--- src/rtl/freq_channel_scheduler_pkg.sv ---
// Shared types and constants for the frequency channel scheduler.
//   freq_sched_state_t : scheduler FSM state encoding
//   STABLE_CONFIRM     : consecutive stable samples required before a capture
package freq_sched_pkg;

  typedef enum logic [2:0] {
    StIdle,
    StSelect,
    StSettle,
    StWaitStable,
    StCapture,
    StOutput,
    StNext
  } freq_sched_state_t;

  localparam int unsigned STABLE_CONFIRM = 2;

endpackage

--- src/rtl/freq_channel_scheduler_if.sv ---
// Result stream between the scheduler and the result consumer.
//   res_valid   : result valid (source -> sink)
//   res_ready   : consumer ready (sink -> source)
//   res_ch      : channel the result belongs to
//   res_period  : captured period word, 0 on timeout
//   res_timeout : result is a timeout
// Modports: master = scheduler side, slave = consumer side.
interface freq_channel_scheduler_if #(
  parameter int unsigned NUM_CH        = 4,
  parameter int unsigned COUNTER_WIDTH = 18
);

  localparam int unsigned ChW = $clog2(NUM_CH);

  logic                     res_valid;
  logic                     res_ready;
  logic [ChW-1:0]           res_ch;
  logic [COUNTER_WIDTH-1:0] res_period;
  logic                     res_timeout;

  modport master (
    output res_valid,
    output res_ch,
    output res_period,
    output res_timeout,
    input  res_ready
  );

  modport slave (
    input  res_valid,
    input  res_ch,
    input  res_period,
    input  res_timeout,
    output res_ready
  );

endinterface

--- src/rtl/freq_channel_scheduler_rr_next_ch.sv ---
// Combinational round-robin channel picker.
//   mask            : per-channel enable mask
//   cur             : current channel index
//   include_current : 1 = search starts at cur, 0 = search starts after cur
//   next            : first enabled channel found (cur when none)
//   found           : mask has at least one enabled channel
module rr_next_ch #(
  parameter  int unsigned NUM_CH = 4,
  localparam int unsigned ChW    = $clog2(NUM_CH)
) (
  input  logic [NUM_CH-1:0] mask,
  input  logic [ChW-1:0]    cur,
  input  logic              include_current,
  output logic [ChW-1:0]    next,
  output logic              found
);

  localparam int unsigned StartW = ChW + 1;

  logic [StartW-1:0]   start;
  logic [2*NUM_CH-1:0] dbl_mask;
  logic [2*NUM_CH-1:0] rot_full;
  logic [NUM_CH-1:0]   rot;

  // start may equal NUM_CH when cur is the last channel and cur is excluded;
  // the doubled mask makes that wrap to channel 0 without a modulo.
  assign start    = {1'b0, cur} + StartW'(!include_current);
  assign dbl_mask = {mask, mask};
  assign rot_full = dbl_mask >> start;
  assign rot      = rot_full[NUM_CH-1:0];

  always_comb begin
    int unsigned sum;
    sum   = 0;
    next  = cur;
    found = 1'b0;
    for (int unsigned i = 0; i < NUM_CH; i++) begin
      if (!found && rot[i]) begin
        found = 1'b1;
        sum   = 32'(start) + i;
        if (sum >= NUM_CH) begin
          sum = sum - NUM_CH;
        end
        next = ChW'(sum);
      end
    end
  end

endmodule

--- src/rtl/freq_channel_scheduler.sv ---
// Shares one period-measurement detector among NUM_CH comparator channels.
// Round-robins over enabled channels: selects the mux input, clears the
// detector, lets it settle, waits for a confirmed stable reading (or a
// timeout) and hands the result to the consumer over a valid/ready stream.
//
// Ports:
//   clk, rst    : clock, synchronous active-high reset
//   run         : scanning continues while high
//   ch_enable   : per-channel enable mask
//   ch_sel      : input mux select (registered)
//   det_rst_n   : detector reset, active-low (registered)
//   det_period  : detector averaged period (lags det_stable by one cycle)
//   det_stable  : detector stable flag
//   res         : result stream (master modport)
//   busy        : FSM not idle
//
// Build option: FREQ_SCHED_TIMEOUT_EN adds the per-channel timeout counter.
// Without it WAIT_STABLE waits indefinitely and res_timeout is constant 0.
module freq_channel_scheduler
  import freq_sched_pkg::*;
#(
  parameter  int unsigned NUM_CH         = 4,
  parameter  int unsigned COUNTER_WIDTH  = 18,
  parameter  int unsigned DET_CLR_CYCLES = 2,
  parameter  int unsigned SETTLE_CYCLES  = 16,
  parameter  int unsigned TIMEOUT_CYCLES = 4_000_000,
  localparam int unsigned ChW            = $clog2(NUM_CH)
) (
  input  logic                     clk,
  input  logic                     rst,
  input  logic                     run,
  input  logic [NUM_CH-1:0]        ch_enable,
  output logic [ChW-1:0]           ch_sel,
  output logic                     det_rst_n,
  input  logic [COUNTER_WIDTH-1:0] det_period,
  input  logic                     det_stable,
  freq_channel_scheduler_if.master res,
  output logic                     busy
);

  localparam int unsigned PhMax = (DET_CLR_CYCLES > SETTLE_CYCLES) ? DET_CLR_CYCLES
                                                                   : SETTLE_CYCLES;
  localparam int unsigned PhW   = $clog2(PhMax + 1);
  localparam int unsigned StW   = $clog2(STABLE_CONFIRM + 1);

  freq_sched_state_t        state_q;
  logic [ChW-1:0]           ch_sel_q;
  logic                     det_rst_n_q;
  logic                     busy_q;
  logic                     res_valid_q;
  logic [ChW-1:0]           res_ch_q;
  logic [COUNTER_WIDTH-1:0] res_period_q;
  logic [PhW-1:0]           phase_q;
  logic [StW-1:0]           stable_cnt_q;

`ifdef FREQ_SCHED_TIMEOUT_EN
  localparam int unsigned WaitW = $clog2(TIMEOUT_CYCLES + 1);
  logic                     res_timeout_q;
  logic [WaitW-1:0]         wait_cnt_q;
`endif

  logic [ChW-1:0] rr_next;
  logic           rr_found;
  logic           stable_hit;

  // IDLE may restart on the current channel; NEXT always moves past it.
  rr_next_ch #(
    .NUM_CH(NUM_CH)
  ) u_rr_next_ch (
    .mask           (ch_enable),
    .cur            (ch_sel_q),
    .include_current(state_q == StIdle),
    .next           (rr_next),
    .found          (rr_found)
  );

  assign stable_hit = det_stable && (stable_cnt_q == StW'(STABLE_CONFIRM - 1));

  always_ff @(posedge clk) begin
    if (rst) begin
      state_q       <= StIdle;
      ch_sel_q      <= '0;
      det_rst_n_q   <= 1'b0;
      busy_q        <= 1'b0;
      res_valid_q   <= 1'b0;
      res_ch_q      <= '0;
      res_period_q  <= '0;
      phase_q       <= '0;
      stable_cnt_q  <= '0;
`ifdef FREQ_SCHED_TIMEOUT_EN
      res_timeout_q <= 1'b0;
      wait_cnt_q    <= '0;
`endif
    end else begin
      unique case (state_q)
        StIdle: begin
          det_rst_n_q <= 1'b0;
          busy_q      <= 1'b0;
          if (run && rr_found) begin
            ch_sel_q <= rr_next;
            phase_q  <= '0;
            busy_q   <= 1'b1;
            state_q  <= StSelect;
          end
        end
        StSelect: begin
          if (phase_q == PhW'(DET_CLR_CYCLES - 1)) begin
            phase_q     <= '0;
            det_rst_n_q <= 1'b1;
            state_q     <= StSettle;
          end else begin
            phase_q <= phase_q + 1'b1;
          end
        end
        StSettle: begin
          if (phase_q == PhW'(SETTLE_CYCLES - 1)) begin
            phase_q      <= '0;
            stable_cnt_q <= '0;
`ifdef FREQ_SCHED_TIMEOUT_EN
            wait_cnt_q   <= '0;
`endif
            state_q      <= StWaitStable;
          end else begin
            phase_q <= phase_q + 1'b1;
          end
        end
        StWaitStable: begin
          if (stable_hit) begin
            state_q <= StCapture;
`ifdef FREQ_SCHED_TIMEOUT_EN
          end else if (wait_cnt_q == WaitW'(TIMEOUT_CYCLES)) begin
            res_valid_q   <= 1'b1;
            res_ch_q      <= ch_sel_q;
            res_period_q  <= '0;
            res_timeout_q <= 1'b1;
            state_q       <= StOutput;
`endif
          end else begin
            stable_cnt_q <= det_stable ? stable_cnt_q + 1'b1 : '0;
`ifdef FREQ_SCHED_TIMEOUT_EN
            // Leaving on equality means the counter can never pass the limit.
            wait_cnt_q   <= wait_cnt_q + 1'b1;
`endif
          end
        end
        StCapture: begin
          // Period word lags stable, so it is taken one cycle after the confirm.
          res_valid_q   <= 1'b1;
          res_ch_q      <= ch_sel_q;
          res_period_q  <= det_period;
`ifdef FREQ_SCHED_TIMEOUT_EN
          res_timeout_q <= 1'b0;
`endif
          state_q       <= StOutput;
        end
        StOutput: begin
          if (res.res_ready) begin
            res_valid_q <= 1'b0;
            state_q     <= StNext;
          end
        end
        StNext: begin
          det_rst_n_q <= 1'b0;
          if (run && rr_found) begin
            ch_sel_q <= rr_next;
            phase_q  <= '0;
            state_q  <= StSelect;
          end else begin
            busy_q  <= 1'b0;
            state_q <= StIdle;
          end
        end
        default: begin
          state_q <= StIdle;
        end
      endcase
    end
  end

  assign ch_sel         = ch_sel_q;
  assign det_rst_n      = det_rst_n_q;
  assign busy           = busy_q;
  assign res.res_valid  = res_valid_q;
  assign res.res_ch     = res_ch_q;
  assign res.res_period = res_period_q;
`ifdef FREQ_SCHED_TIMEOUT_EN
  assign res.res_timeout = res_timeout_q;
`else
  assign res.res_timeout = 1'b0;
`endif

endmodule

--- src/flat_wrapper.sv ---
// flat-port wrapper written by rule: the top's interface ports become plain ports
module freq_channel_scheduler_flat import freq_sched_pkg::*;
#(
  parameter  int unsigned NUM_CH         = 4,
  parameter  int unsigned COUNTER_WIDTH  = 18,
  parameter  int unsigned DET_CLR_CYCLES = 2,
  parameter  int unsigned SETTLE_CYCLES  = 16,
  parameter  int unsigned TIMEOUT_CYCLES = 4_000_000,
  localparam int unsigned ChW            = $clog2(NUM_CH)
)
  (clk, rst, run, ch_enable, ch_sel, det_rst_n, det_period, det_stable, busy, res_res_valid, res_res_ch, res_res_period, res_res_timeout, res_res_ready);
  freq_channel_scheduler_if #(.NUM_CH(NUM_CH), .COUNTER_WIDTH(COUNTER_WIDTH)) res_i ();
  input  logic clk;
  input  logic rst;
  input  logic run;
  input  logic [NUM_CH-1:0] ch_enable;
  output logic [ChW-1:0] ch_sel;
  output logic det_rst_n;
  input  logic [COUNTER_WIDTH-1:0] det_period;
  input  logic det_stable;
  output logic busy;
  output wire logic [$bits(res_i.res_valid)-1:0] res_res_valid;
  output wire logic [$bits(res_i.res_ch)-1:0] res_res_ch;
  output wire logic [$bits(res_i.res_period)-1:0] res_res_period;
  output wire logic [$bits(res_i.res_timeout)-1:0] res_res_timeout;
  input wire logic [$bits(res_i.res_ready)-1:0] res_res_ready;
  assign res_res_valid = res_i.res_valid;
  assign res_res_ch = res_i.res_ch;
  assign res_res_period = res_i.res_period;
  assign res_res_timeout = res_i.res_timeout;
  assign res_i.res_ready = res_res_ready;
  freq_channel_scheduler #(.NUM_CH(NUM_CH), .COUNTER_WIDTH(COUNTER_WIDTH), .DET_CLR_CYCLES(DET_CLR_CYCLES), .SETTLE_CYCLES(SETTLE_CYCLES), .TIMEOUT_CYCLES(TIMEOUT_CYCLES)) u_core (.clk(clk), .rst(rst), .run(run), .ch_enable(ch_enable), .ch_sel(ch_sel), .det_rst_n(det_rst_n), .det_period(det_period), .det_stable(det_stable), .res(res_i), .busy(busy));
endmodule
--- config.mk ---
export PLATFORM = sky130hd
export DESIGN_NAME = freq_channel_scheduler_flat
export DESIGN_NICKNAME = d
export VERILOG_FILES = /design/src/rtl/freq_channel_scheduler_pkg.sv /design/src/rtl/freq_channel_scheduler_if.sv /design/src/rtl/freq_channel_scheduler_rr_next_ch.sv /design/src/rtl/freq_channel_scheduler.sv /design/src/flat_wrapper.sv
export SDC_FILE = /design/constraint.sdc
export NUM_CORES = 1
export LEC_CHECK = 0
export ABC_AREA = 1
export CAP_MARGIN = 25
export CORE_ASPECT_RATIO = 0.5
export CORE_MARGIN = 1
export CORE_UTILIZATION = 35
export DETAILED_ROUTE_END_ITERATION = 10
export REMOVE_ABC_BUFFERS = 1
export SETUP_SLACK_MARGIN = 0.5
export SKIP_CTS_REPAIR_TIMING = 1
export SYNTH_ARGS = -nofsm -noshare
export SYNTH_HDL_FRONTEND = slang
export SYNTH_SLANG_ARGS = --single-unit
--- constraint.sdc ---
create_clock -name clk -period 5.8 [get_ports clk]
set_clock_uncertainty 0.2 [all_clocks]
set_input_delay 1.16 -clock clk [delete_from_list [all_inputs] [get_ports clk]]
set_output_delay 1.16 -clock clk [all_outputs]
set_load 0.005 [all_outputs]
* After elaboration in Yosys (flattened, before gate mapping) *
Index checks and enable logic that the tools add are counted.
W data, S select, Z words.

word-level totals
  input port bits = 27
  output and inout bits = 26
  word-level logic and storage cells = 99
  bits in registers = 35

operators by class
  magnitude comparators = 4
  eq/ne operators = 17
  shift operators = 1
  add/sub/neg operators = 10
  reduce and logical (&&, ||, !) cells = 24
  multiplexer cells = 34

operator list
  kind                   number
  $mux W2                11
  $pmux W3 S7            1
  $mux W3                5
  $mux W5                3
  $pmux W5 S3            1
  $ge A4 B3 Y1 const B   3
  $ne A2 B1 Y1 const B   5
  $eq A3 B3 Y1 const B   3
  $mux W1                9
  $add A3 B2 Y4 const B  2
  $reduce_and A2 Y1      4
  $reduce_bool A2 Y1     4
  $shr A8 B3 Y4          1
  $sub A2 B1 Y2 const B  4
  $eq A3 B2 Y1 const B   2
  $ne A2 B2 Y1 const B   3
  $pmux W1 S2            3
  $reduce_and A3 Y1      2
  $add A5 B1 Y5 const B  1
  $eq A5 B1 Y1 const B   1
  $eq A5 B4 Y1 const B   1
  $logic_and A1 B1 Y1    5
  $reduce_and A5 Y1      1
  $add A3 B1 Y4 const B  1
  other kinds (11)       14

* Longest topological paths before layout *
Gate-level depths: netlist of run 1.

  word-level depth = 17
  gate-level depth with buffers = 17
  mapped depth without buffers = 16

* Hierarchy *
Synthesis of run 1 repeated with hierarchy kept, for this count alone.

unflattened totals
  cell total of the unflattened synthesis = 309
  area total of the unflattened synthesis = 2026.9 um2

by module, submodules not included
  module                  instances  sequential area each (um2)  area an instance (um2)  cells each
  freq_channel_scheduler  1          700.7                       1631.6                  238
  rr_next_ch              1          0.0                         395.4                   71

* Worst setup path before layout of run 1 *
Ideal clock, no wire load.

  kind = input to register
  start = input port ch_enable[3]
  end = register u_core.state_q[0]
  path buffers = 0
  cell stages on the path = 12
  required time = 5468 ps
  setup slack = 3495 ps
  library setup time = 132 ps
  arrival time = 1972 ps
  cells stage by stage = inv_1 > nand2_1 > nand2_1 > nor2_1 > a21oi_2 > nand3_2 > nand2_4 > nand2_2 > nand2_2 > nand2_1 > nand2_1 > nor2_1

between the ends
  word-level cells in the longest chain between the ends = 14
  elaborated cells between the ends (all ways) = 16
  classes of those cells = eq/ne: 1; shift: 1; mux: 6; reduce/logical: 8

RTL lines
  what                                                     line                                                         text
  start, declared                                          flat_wrapper.sv:16                                           input logic [NUM_CH-1:0] ch_enable;
  $shr A8 B3 Y4 (*)                                        freq_channel_scheduler_rr_next_ch.sv:29                      assign rot_full = dbl_mask >> start;
  $mux W1                                                  freq_channel_scheduler_rr_next_ch.sv:38                      if (!found && rot[i]) begin
  $logic_not A1 Y1                                         freq_channel_scheduler_rr_next_ch.sv:38
  $logic_and A1 B1 Y1                                      freq_channel_scheduler_rr_next_ch.sv:38
  $mux W1                                                  freq_channel_scheduler_rr_next_ch.sv:38
  $logic_not A1 Y1                                         freq_channel_scheduler_rr_next_ch.sv:38
  $logic_and A1 B1 Y1                                      freq_channel_scheduler_rr_next_ch.sv:38
  $mux W1                                                  freq_channel_scheduler_rr_next_ch.sv:38
  $logic_not A1 Y1                                         freq_channel_scheduler_rr_next_ch.sv:38
  $logic_and A1 B1 Y1                                      freq_channel_scheduler_rr_next_ch.sv:38
  $mux W1 (*)                                              freq_channel_scheduler_rr_next_ch.sv:38
  $logic_and A1 B1 Y1 (*)                                  freq_channel_scheduler.sv:99, freq_channel_scheduler.sv:164
  $mux W1 / $ne A2 B1 Y1 (equally long branches)           -
  $pmux W3 S7 / $reduce_and A5 Y1 (equally long branches)  -
  end signal, assigned                                     freq_channel_scheduler.sv:103                                state_q <= StSelect;
  end signal, assigned                                     freq_channel_scheduler.sv:167                                state_q <= StSelect;
  end signal, assigned                                     freq_channel_scheduler.sv:170                                state_q <= StIdle;
  end, declared                                            freq_channel_scheduler.sv:46                                 freq_sched_state_t state_q;

Every way passes the cells marked *; elsewhere a longest branch is shown, timed or not.
A chain may end at the register's enable or synchronous reset.

==> results of run 1 <==
[worst max-delay path, cell delays in order]
cell and delay [ns]:
clkdlybuf4s50_1 0.64, inv_1 0.64, o21ai_0 0.21, a21oi_1 0.16
[cell type report]
cell class	instances	area share, %
multi-input cells	219	41.5
flip-flops and latches	35	26.9
clock buffers	5	2.64
clock inverters	2	1.44
repair buffers	52	20.0
inverters	29	4.18
well taps	70	3.36
[path summary, 6_finish.rpt]
kind / start / end / cells after the start
hold reg to reg: u_core.stable_cnt_q[1]$_SDFFE_PP0P_ / u_core.stable_cnt_q[1]$_SDFFE_PP0P_ / 2
hold / removal: u_core.stable_cnt_q[1]$_SDFFE_PP0P_ / u_core.stable_cnt_q[1]$_SDFFE_PP0P_ / 2
setup / recovery: rst / u_core.busy$_SDFFE_PP0P_ / 4
setup reg to reg: u_core.state_q[0]$_SDFFE_PP0P_ / u_core.ch_sel[0]$_SDFFE_PP0P_ / 15
[state kept, by name, indices dropped and copies added, names as in the netlist]
signal / count
u_core.stable_cnt_q: 2
u_core.ch_sel: 2
u_core.res.res_period: 18
u_core.phase_q: 5
u_core.det_rst_n: 1
u_core.busy: 1
u_core.res.res_valid: 1
u_core.state_q: 3
u_core.res.res_ch: 2
[placed cells by master, fill, tap and decap left out, drive strengths merged]
cell,n
nand4,1
clkdlybuf4s50,51
or2,1
xor2,2
bufinv,1
clkinvlp,1
a22oi,1
a21oi,16
clkbuf,5
nor2,60
ha,7
buf,1
o31ai,1
o21ai,30
conb,1
nand3,23
nand2,71
nor3,3
nand3b,2
dfxtp,35
inv,29
[power by group]
part / internal [W] / switching [W] / total (W) / leakage [nW]
clock: 0.000126 / 0.0000872 / 0.000213 / 0.0502
sequential: 0.000308 / 0.0000556 / 0.000364 / 0.286
combinational: 0.000316 / 0.000488 / 0.000804 / 0.831
[metrics by stage]
step,power [W],hold WS [ns]
global route,0.00151,0.296
floorplan,0.000914,0.235
global placement,0.00114,0.244
finish,0.00138,0.273
CTS,0.00139,0.274
detailed placement,0.00117,0.261
[Yosys cell counts, types with 4 or more instances]
library cell  count  area share (%)
nand2_1          61              12
nor2_1           58              11
dfxtp_1          35              36
o21ai_0          27             7.0
inv_1            23             4.5
nand3_1          21             5.4
a21oi_1          10             2.6
ha_1              7             4.5
nand2_2           7             2.3
a21oi_2           6             2.7
inv_2             6             1.2
clkbuf_1          4            0.77
[cell families (layout without fill, tap and decap cells)]
| kind of cell | Yosys count | count (layout) | synth area share [%] |
|---|---|---|---|
| other | 1 | 1 | 0.194 |
| XOR/XNOR | 2 | 2 | 0.905 |
| adder cells (fa/ha/maj) | 7 | 7 | 4.52 |
| AO/OA/AOI/OAI | 48 | 48 | 13.8 |
| flip-flops | 35 | 35 | 36.2 |
| buffers and inverters | 39 | 88 | 8.01 |
| AND/OR/NAND/NOR | 161 | 161 | 36.4 |
[routing by layer]
layer | up-vias | GRT usage (%)
li1 | 1024 | -
met1 | 876 | 22.6
met2 | 43 | 29.1
met3 | 5 | 5.48
met4 | 0 | 5.02
met5 | - | 0
==> results by group, run 1 <==
Outcome
  • Status: complete, no violations

Global routing
  • Initial antenna violation count: 0
  • Largest net degree at the start of global routing: 27
  • First-pass GRT wire length: 7890 um
  • Number of global-route vias before repair: 1734
  • All-Layer GR Usage: 17.6%
  • GRT Residual Overflow: 0

STA
  • Slew headroom: 53.3%
  • Worst Tran Pin Value: 0.700 ns
  • Setup-failing EPs final: 0
  • Fin crit share: 48.6%
  • Setup slack after layout: 2.98 ns
  • Fmax achieved: 354 MHz
  • Tmin final: 2.82 ns
  • RSZ-0062 raised after global routing: no
  • Fin. max-slew vios: 0
  • Final Hold Vio Count: 0
  • Fin Setup TNS: 0 ns

Worst setup path
  • WS Path Type: in -> reg
  • Req. time, crit path: 5.81 ns
  • Crit path launch type: input pin
  • Maximum fanout along the worst path: 26
  • Crit end category: flop
  • Reg2Reg Setup Slack: 3.28 ns
  • Arr. time, crit path: 2.83 ns

Synth
  • Async S/R FF share, synth: 0%
  • Avg Inst Size Synth: 6.61 um^2
  • Yosys reg bits: 35
  • Part of the Yosys area used for sequential elements: 36.2%
  • Post-Syn Instances: 293
  • Post-synthesis cell type count: 28
  • Area of the mapped netlist: 1940 um^2
  • Post-synth top flop: dfxtp_1
  • Synth Warn #: 0
  • EDFF count, synth: 0

Floorplanning
  • Initial core utilization: 37.9%
  • Die Wd: 107 um
  • Cell Rows: 18
  • Core Box Area: 5110 um^2
  • Total die area: 5850 um^2
  • DIE HEIGHT: 54.6 um
  • I/O pins: 53

Cells and area
  • Fin cells: 412
  • Register area: 701 um^2
  • Area of the multi-input gates: 1080 um^2
  • Post-route cell area: 2610 um^2
  • Layout net count: 376
  • Fillcell total: 510
  • Synthesis-to-layout area growth: 34.6%
  • Ant. Diodes: 0
  • Final core occ: 51.0%
  • Share of post-route cells with drive strength above 1: 9.94%

Clocking
  • Clock latency on the worst-skew pair: 0.28 ns
  • Deepest clock path buffer count: 2
  • Clock root buffer: clkbuf_8
  • H-tree Lvls: 2
  • Clock slew at reported path FFs: 0.08 ns
  • Clock sink total: 35
  • Num CTS Buffers: 5
  • CTS tree: done

Routing
  • Final ANT Viol Nets: 0
  • Drt first pass iters: 4
  • Routed wire length: 4720 um
  • Met3 WL: 283 um
  • Met2 Wirelength: 2000 um
  • Max layer used: met4
  • Via density per instance: 4.73
  • DRT met1 WL: 2410 um
  • Drc violations: 0
  • DR WL/cell: 11.5 um
  • Initial DRC Count: 78
  • Via Count: 1948

Power and ir drop
  • Worst IR Drop VDD: 0.220 mV
  • Power Density: 530 nW/um^2
  • Lkg Pwr: 1.17 nW

Job
  • Max-cap violations: 0

Place
  • Placed inst area: 2500 um^2
  • DP Cell Count: 405
  • Post-Place Setup Slack: 2.68 ns
  • Detail Placement HPWL: 3370 um
  • PortBufs: 51
  • Placer Congestion: 0.778

Worst hold path
  • Worst hold-check path type: reg -> reg
(Power assumes the default switching activity.)
==> run 2: changes to the inputs <==
Clock period 5.8 ns to 2.79 ns, I/O delays scaled along.
==> results by group, run 2 (same netlist as run 1, synthesis figures left out) <==
Worst setup path
  • Maximum fanout along the worst path: 7 (was 26)
  • Req. time, crit path: 2.78 ns (was 5.81 ns)
  • R2R cell count: 16 (was 15)
  • Crit path launch: u_core.state_q[0]$_SDFFE_PP0P_ (was rst)
  • Reg2Reg Setup Slack: 0.58 ns (was 3.28 ns)
  • Crit end category: flop (unchanged)
  • RR Endpoint: u_core.ch_sel[1]$_SDFFE_PP0P_ (was u_core.ch_sel[0]$_SDFFE_PP0P_)
  • WS Path Type: reg -> reg (was in -> reg)
  • R2r startpoint: u_core.state_q[0]$_SDFFE_PP0P_ (unchanged)
  • Crit path launch type: flop (was input pin)
  • Arr. time, crit path: 2.20 ns (was 2.83 ns)

Routing
  • Drt first pass iters: 4 (unchanged)
  • Routed wire length: 4950 um (was 4720 um)
  • Via Count: 1994 (was 1948)
  • Via density per instance: 4.74 (was 4.73)
  • DR WL/cell: 11.7 um (was 11.5 um)
  • Drc violations: 0 (unchanged)
  • Initial DRC Count: 69 (was 78)
  • Final ANT Viol Nets: 0 (unchanged)

STA
  • Setup slack after layout: 0.581 ns (was 2.98 ns)
  • Fmax achieved: 453 MHz
  • Tmin final: 2.21 ns
  • Fin crit share: 79.2%
  • RSZ-0062 raised after global routing: yes (was no)
  • Fin Hold WS: 0.264 ns (was 0.273 ns)
  • Fin Setup TNS: 0 ns (unchanged)
  • Setup-failing EPs final: 0 (unchanged)
  • Final Hold Vio Count: 0 (unchanged)
  • Fin. max-slew vios: 0 (unchanged)

Clocking
  • Clock sink total: 35 (unchanged)
  • Clock root buffer: clkbuf_8 (unchanged)
  • Num CTS Buffers: 5 (unchanged)
  • Clock slew at reported path FFs: 0.07 ns (was 0.08 ns)
  • H-tree Lvls: 2 (unchanged)
  • CTS tree: done (unchanged)
  • Clock latency on the worst-skew pair: 0.29 ns (was 0.28 ns)
  • Deepest clock path buffer count: 2 (unchanged)

Cells and area
  • Layout net count: 384 (was 376)
  • Max reg flops: 18 (unchanged)
  • Most frequent cells in the layout: nor2_1, nand2_1, clkdlybuf4s50_1 (was nand2_1, nor2_1, clkdlybuf4s50_1)
  • Share of post-route cells with drive strength above 1: 17.1% (was 9.94%)
  • Synthesis-to-layout area growth: 43.2% (was 34.6%)
  • Ant. Diodes: 0 (unchanged)
  • Leading cell type in the layout, fill and taps excluded: nor2_1 (was nand2_1)

Worst hold path
  • Min-Delay Endpoint: u_core.stable_cnt_q[1]$_SDFFE_PP0P_ (unchanged)
  • Hold Crit Start: u_core.stable_cnt_q[1]$_SDFFE_PP0P_ (unchanged)
  • Worst Hold Depth: 2 (unchanged)
  • Worst hold-check path type: reg -> reg (unchanged)

Place
  • Placer Congestion: 0.795 (was 0.778)
  • Post-Place Setup Slack: 0.375 ns (was 2.68 ns)
  • Detail Placement HPWL: 3420 um (was 3370 um)
  • PortBufs: 51 (unchanged)

Floorplanning
  • Cell Rows: 18 (unchanged)
  • DIE HEIGHT: 54.6 um (unchanged)
  • Die Wd: 107 um (unchanged)
  • Total die area: 5850 um^2 (unchanged)
  • Core Box Area: 5110 um^2 (unchanged)
  • Initial core utilization: 37.9% (unchanged)
  • I/O pins: 53 (unchanged)

Power and ir drop
  • Power share of the combinational group: 63.3% (was 58.2%)
  • Power Density: 1140 nW/um^2 (was 530 nW/um^2)
  • Total power: 0.00316 W (was 0.00138 W)
  • Worst IR Drop VDD: 0.564 mV (was 0.220 mV)
  • P_int: 0.00169 W (was 0.000750 W)
  • Net load switching power: 0.00148 W (was 0.000631 W)
  • Lkg Pwr: 1.21 nW (was 1.17 nW)
  • Sequential Power Share: 24.2% (was 26.3%)
  • Clk network pwr share: 12.5% (was 15.4%)
  • Switch share: 46.7% (was 45.7%)

Global routing
  • GRT Residual Overflow: 0 (unchanged)
  • Largest net degree at the start of global routing: 27 (unchanged)
  • First-pass GRT wire length: 7980 um (was 7890 um)
  • Initial antenna violation count: 0 (unchanged)
  • All-Layer GR Usage: 17.9% (was 17.6%)
  • Number of global-route vias before repair: 1818 (was 1734)

Outcome
  • Status: complete, no violations (unchanged)

Job
  • Max-cap violations: 0 (unchanged)
==> run 2: final cells by class <==
cell class                 count  area, um^2
clock buffer                   6        82.6
inverter                      29         120
timing repair buffer          59         571
multi-input combinational    219        1180
tap                           70        87.6
sequential                    35         712
timing repair inverter         1        7.51
clock inverter                 2        16.3
fill                         483        2340
==> run 2: per-layer routing <==
metal	share of wire (%)	vias to the layer above	GRT usage, %	wire, um
met5	0	-	0	0
met1	47	889	21.3	2330
li1	-	1052	-	-
met4	1.5	0	6.85	75
met3	6.5	8	5.95	320
met2	45	45	30.9	2220
==> run 2: worst max path at each step <==
stage | cells past startpoint | slack [ns] | end
4_1_cts | 15 | 0.38 | u_core.phase_q[1]$_SDFFE_PP0P_
2_1_floorplan | 15 | 0.64 | u_core.phase_q[1]$_SDFFE_PP0P_
3_5_place_dp | 15 | 0.37 | u_core.phase_q[1]$_SDFFE_PP0P_
3_3_place_gp | 15 | 0.46 | u_core.ch_sel[1]$_SDFFE_PP0P_
5_1_grt | 16 | 0.40 | u_core.ch_sel[1]$_SDFFE_PP0P_
6_report | 16 | 0.58 | u_core.ch_sel[1]$_SDFFE_PP0P_
==> run 2: power groups by stage <==
stage	sequential, W	clock [W]	combinational, W
final	0.000766	0.000395	0.00200
after global routing	0.000787	0.000429	0.00225
after detailed placement	0.000761	0	0.00165
after CTS	0.000753	0.000411	0.00166
after floorplan	0.000755	0	0.00115
after global placement	0.000758	0	0.00162
==> run 2: critical path: stages, from the launching register on <==
cell and delay (ns):
dfxtp_4 0.37, nor2_4 0.12, nand2_4 0.07, ha_4 0.28, inv_6 0.09, nand2_1 0.09, nand2_2 0.09, nor2_1 0.05
a21oi_2 0.16, buf_4 0.14, nor2_1 0.04, nor2_1 0.14, nand2_1 0.07, nand2_1 0.05, nand3_1 0.07, nand2_1 0.06
inv_1 0.03
==> run 2: metrics by stage <==
| stage | instances | utilization (%) | area (um^2) |
|---|---|---|---|
| 6_report | 421 | 54.2 | 2770 |
| 5_1_grt | 421 | 54.2 | 2770 |
| 4_1_cts | 415 | 51.1 | 2610 |
| 3_5_place_dp | 407 | 49.1 | 2510 |
| 3_3_place_gp | 407 | 49.1 | 2510 |
| 2_1_floorplan | 283 | - | 1890 |
==> run 3: changes to the inputs <==
Clock period 2.79 ns to 2 ns, I/O delays scaled along.
==> results by group, run 3 (same netlist as run 1, synthesis figures left out) <==
Clocking
  • Clock sink total: 35 (unchanged)
  • Deepest clock path buffer count: 2 (unchanged)
  • Clock root buffer: clkbuf_8 (unchanged)
  • CTS tree: done (unchanged)
  • Clock latency on the worst-skew pair: 0.28 ns (was 0.29 ns)
  • Num CTS Buffers: 5 (unchanged)
  • Clock slew at reported path FFs: 0.07 ns (about the same)
  • H-tree Lvls: 2 (unchanged)

Power and ir drop
  • Switch share: 44.4% (was 46.7%)
  • P_int: 0.00251 W (was 0.00169 W)
  • Clk network pwr share: 14.0% (was 12.5%)
  • Power share of the combinational group: 63.4% (was 63.3%)
  • Lkg Pwr: 1.70 nW (was 1.21 nW)
  • Worst IR Drop VDD: 0.831 mV (was 0.564 mV)
  • Power Density: 1540 nW/um^2 (was 1140 nW/um^2)
  • Sequential Power Share: 22.6% (was 24.2%)
  • Net load switching power: 0.00201 W (was 0.00148 W)

Worst setup path
  • Maximum fanout along the worst path: 7 (unchanged)
  • WS Path Type: reg -> reg (unchanged)
  • R2r startpoint: u_core.state_q[0]$_SDFFE_PP0P_ (unchanged)
  • Reg2Reg Setup Slack: -0.14 ns (was 0.58 ns)
  • CP peak stage delay: 0.32 ns (was 0.37 ns)
  • Arr. time, crit path: 2.16 ns (was 2.20 ns)
  • Crit path launch: u_core.state_q[0]$_SDFFE_PP0P_ (unchanged)
  • RR Endpoint: u_core.phase_q[4]$_SDFFE_PP0P_ (was u_core.ch_sel[1]$_SDFFE_PP0P_)
  • Req. time, crit path: 2.02 ns (was 2.78 ns)
  • Crit end category: flop (unchanged)
  • CP max-delay cell: dfxtp_2 (was dfxtp_4)
  • Crit path launch type: flop (unchanged)
  • R2R cell count: 15 (was 16)
  • CP cell instances: nor2_2 > nand2_2 > ha_4 > inv_4 > nand2_2 > nand2_2 > nand2_1 > nand2_1 > nor2_2 > nand3_2 > nand2_4 > nand2_4 > nand2_4 > nand2_1 > a21oi_2 (was nor2_4 > nand2_4 > ha_4 > inv_6 > nand2_1 > nand2_2 > nor2_1 > a21oi_2 > buf_4 > nor2_1 > nor2_1 > nand2_1 > nand2_1 > nand3_1 > nand2_1 > inv_1)

Cells and area
  • Synthesis-to-layout area growth: 51.7% (was 43.2%)
  • Fillcell total: 490 (was 483)
  • Most frequent cells in the layout: nor2_1, nand2_1, o21ai_0 (was nor2_1, nand2_1, clkdlybuf4s50_1)
  • Ant. Diodes: 0 (unchanged)
  • Share of post-route cells with drive strength above 1: 23.9% (was 17.1%)
  • Layout net count: 397 (was 384)
  • Final core occ: 57.5% (was 54.2%)
  • Max reg flops: 18 (unchanged)
  • Fin cells: 434 (was 421)

Place
  • PortBufs: 51 (unchanged)
  • DP Cell Count: 422 (was 407)
  • Placer Congestion: 0.849 (was 0.795)
  • Post-Place Setup Slack: -0.281 ns (was 0.375 ns)
  • Detail Placement HPWL: 3560 um (was 3420 um)

Global routing
  • Largest net degree at the start of global routing: 27 (unchanged)
  • Initial antenna violation count: 0 (unchanged)
  • GRT Residual Overflow: 0 (unchanged)
  • Number of global-route vias before repair: 1950 (was 1818)
  • All-Layer GR Usage: 18.7% (was 17.9%)
  • First-pass GRT wire length: 8520 um (was 7980 um)

Routing
  • Via Count: 2040 (was 1994)
  • Initial DRC Count: 62 (was 69)
  • Drt first pass iters: 6 (was 4)
  • Final ANT Viol Nets: 0 (unchanged)
  • Via density per instance: 4.70 (was 4.74)
  • Routed wire length: 5080 um (was 4950 um)
  • DR WL/cell: 11.7 um (about the same)
  • Drc violations: 0 (unchanged)

STA
  • Tmin final: 2.14 ns (was 2.21 ns)
  • Slew headroom: 56.8%
  • Setup-failing EPs final: 10 (was 0)
  • Worst Tran Pin Value: 0.648 ns
  • Final Hold Vio Count: 0 (unchanged)
  • RSZ-0062 raised after global routing: yes (unchanged)
  • Fmax achieved: 468 MHz (was 453 MHz)
  • Fin Setup TNS: -1.18 ns (was 0 ns)
  • Fin. max-slew vios: 0 (unchanged)
  • Fin Hold WS: 0.261 ns (was 0.264 ns)
  • Fin crit share: 107% (was 79.2%)
  • Setup slack after layout: -0.138 ns (was 0.581 ns)

Floorplanning
  • Initial core utilization: 37.9% (unchanged)
  • Die Wd: 107 um (unchanged)
  • Total die area: 5850 um^2 (unchanged)
  • Cell Rows: 18 (unchanged)
  • DIE HEIGHT: 54.6 um (unchanged)
  • I/O pins: 53 (unchanged)
  • Core Box Area: 5110 um^2 (unchanged)

Outcome
  • Status: finished, violations left (was complete, no violations)
  • Failing checks: negative setup slack

Worst hold path
  • Worst Hold Depth: 2 (unchanged)
  • Min-Delay Endpoint: u_core.stable_cnt_q[1]$_SDFFE_PP0P_ (unchanged)
  • Hold Crit Start: u_core.stable_cnt_q[1]$_SDFFE_PP0P_ (unchanged)
  • Worst hold-check path type: reg -> reg (unchanged)

Job
  • Max-cap violations: 0 (unchanged)
run 3: cell types whose count changed in the layout (fill, tap and decap cells not counted), moves of 3 or more:
cell / delta
nor2_2: +4
dfxtp_1: -7
nor2_4: -3
dfxtp_2: +8
clkdlybuf4s50_1: -25
dlymetal6s2s_1: +24
clkinvlp_4: -3
buf_4: +11
run 3: worst max path at each step:
stage	end	slack, ns	depth (start not counted)
detailed placement	u_core.ch_sel[0]$_SDFFE_PP0P_	-0.28	15
floorplan	u_core.phase_q[1]$_SDFFE_PP0P_	-0.15	15
global route	u_core.state_q[0]$_SDFFE_PP0P_	-0.29	13
CTS	u_core.ch_sel[0]$_SDFFE_PP0P_	-0.29	15
finish	u_core.phase_q[4]$_SDFFE_PP0P_	-0.14	15
global placement	u_core.ch_sel[0]$_SDFFE_PP0P_	-0.19	15
run 3: power groups by stage:
stage,Clock [W],Combinational [W],Sequential (W)
2_1_floorplan,0,0.00160,0.00105
3_3_place_gp,0,0.00256,0.00100
3_5_place_dp,0,0.00259,0.00101
4_1_cts,0.000649,0.00262,0.000998
5_1_grt,0.000687,0.00321,0.00105
6_report,0.000634,0.00287,0.00102
run 3: per-layer routing:
metal | vias to the layer above | global-route usage, % | wire (um)
met5 | - | 0 | 0
met4 | 0 | 5.25 | 14
met3 | 2 | 4.76 | 295
met2 | 53 | 34.0 | 2390
met1 | 917 | 22.7 | 2380
li1 | 1068 | - | -
run 3: layout make-up:
type / instances / area (um^2) / area share (%)
clock buffers: 5 / 68.8 / 2.34
clock inverters: 3 / 43.8 / 1.49
inverters: 29 / 111 / 3.79
multi-input cells: 219 / 1160 / 39.4
flip-flops and latches: 35 / 718 / 24.4
well taps: 70 / 87.6 / 2.98
repair buffers: 73 / 751 / 25.5
run 3: critical path, delay by kind of cell (launching register included):
kind | cells | cell delay, ns
simple gates | 12 | 1.05
flops | 1 | 0.32
buf+inv | 1 | 0.06
compound gates | 1 | 0.11
fa+ha+maj | 1 | 0.32
run 3: metrics by stage:
stage	total power [W]	cell area (um^2)
floorplan	0.00265	1890
global placement	0.00356	2640
detailed placement	0.00360	2640
CTS	0.00426	2750
global route	0.00495	2940
finish	0.00452	2940
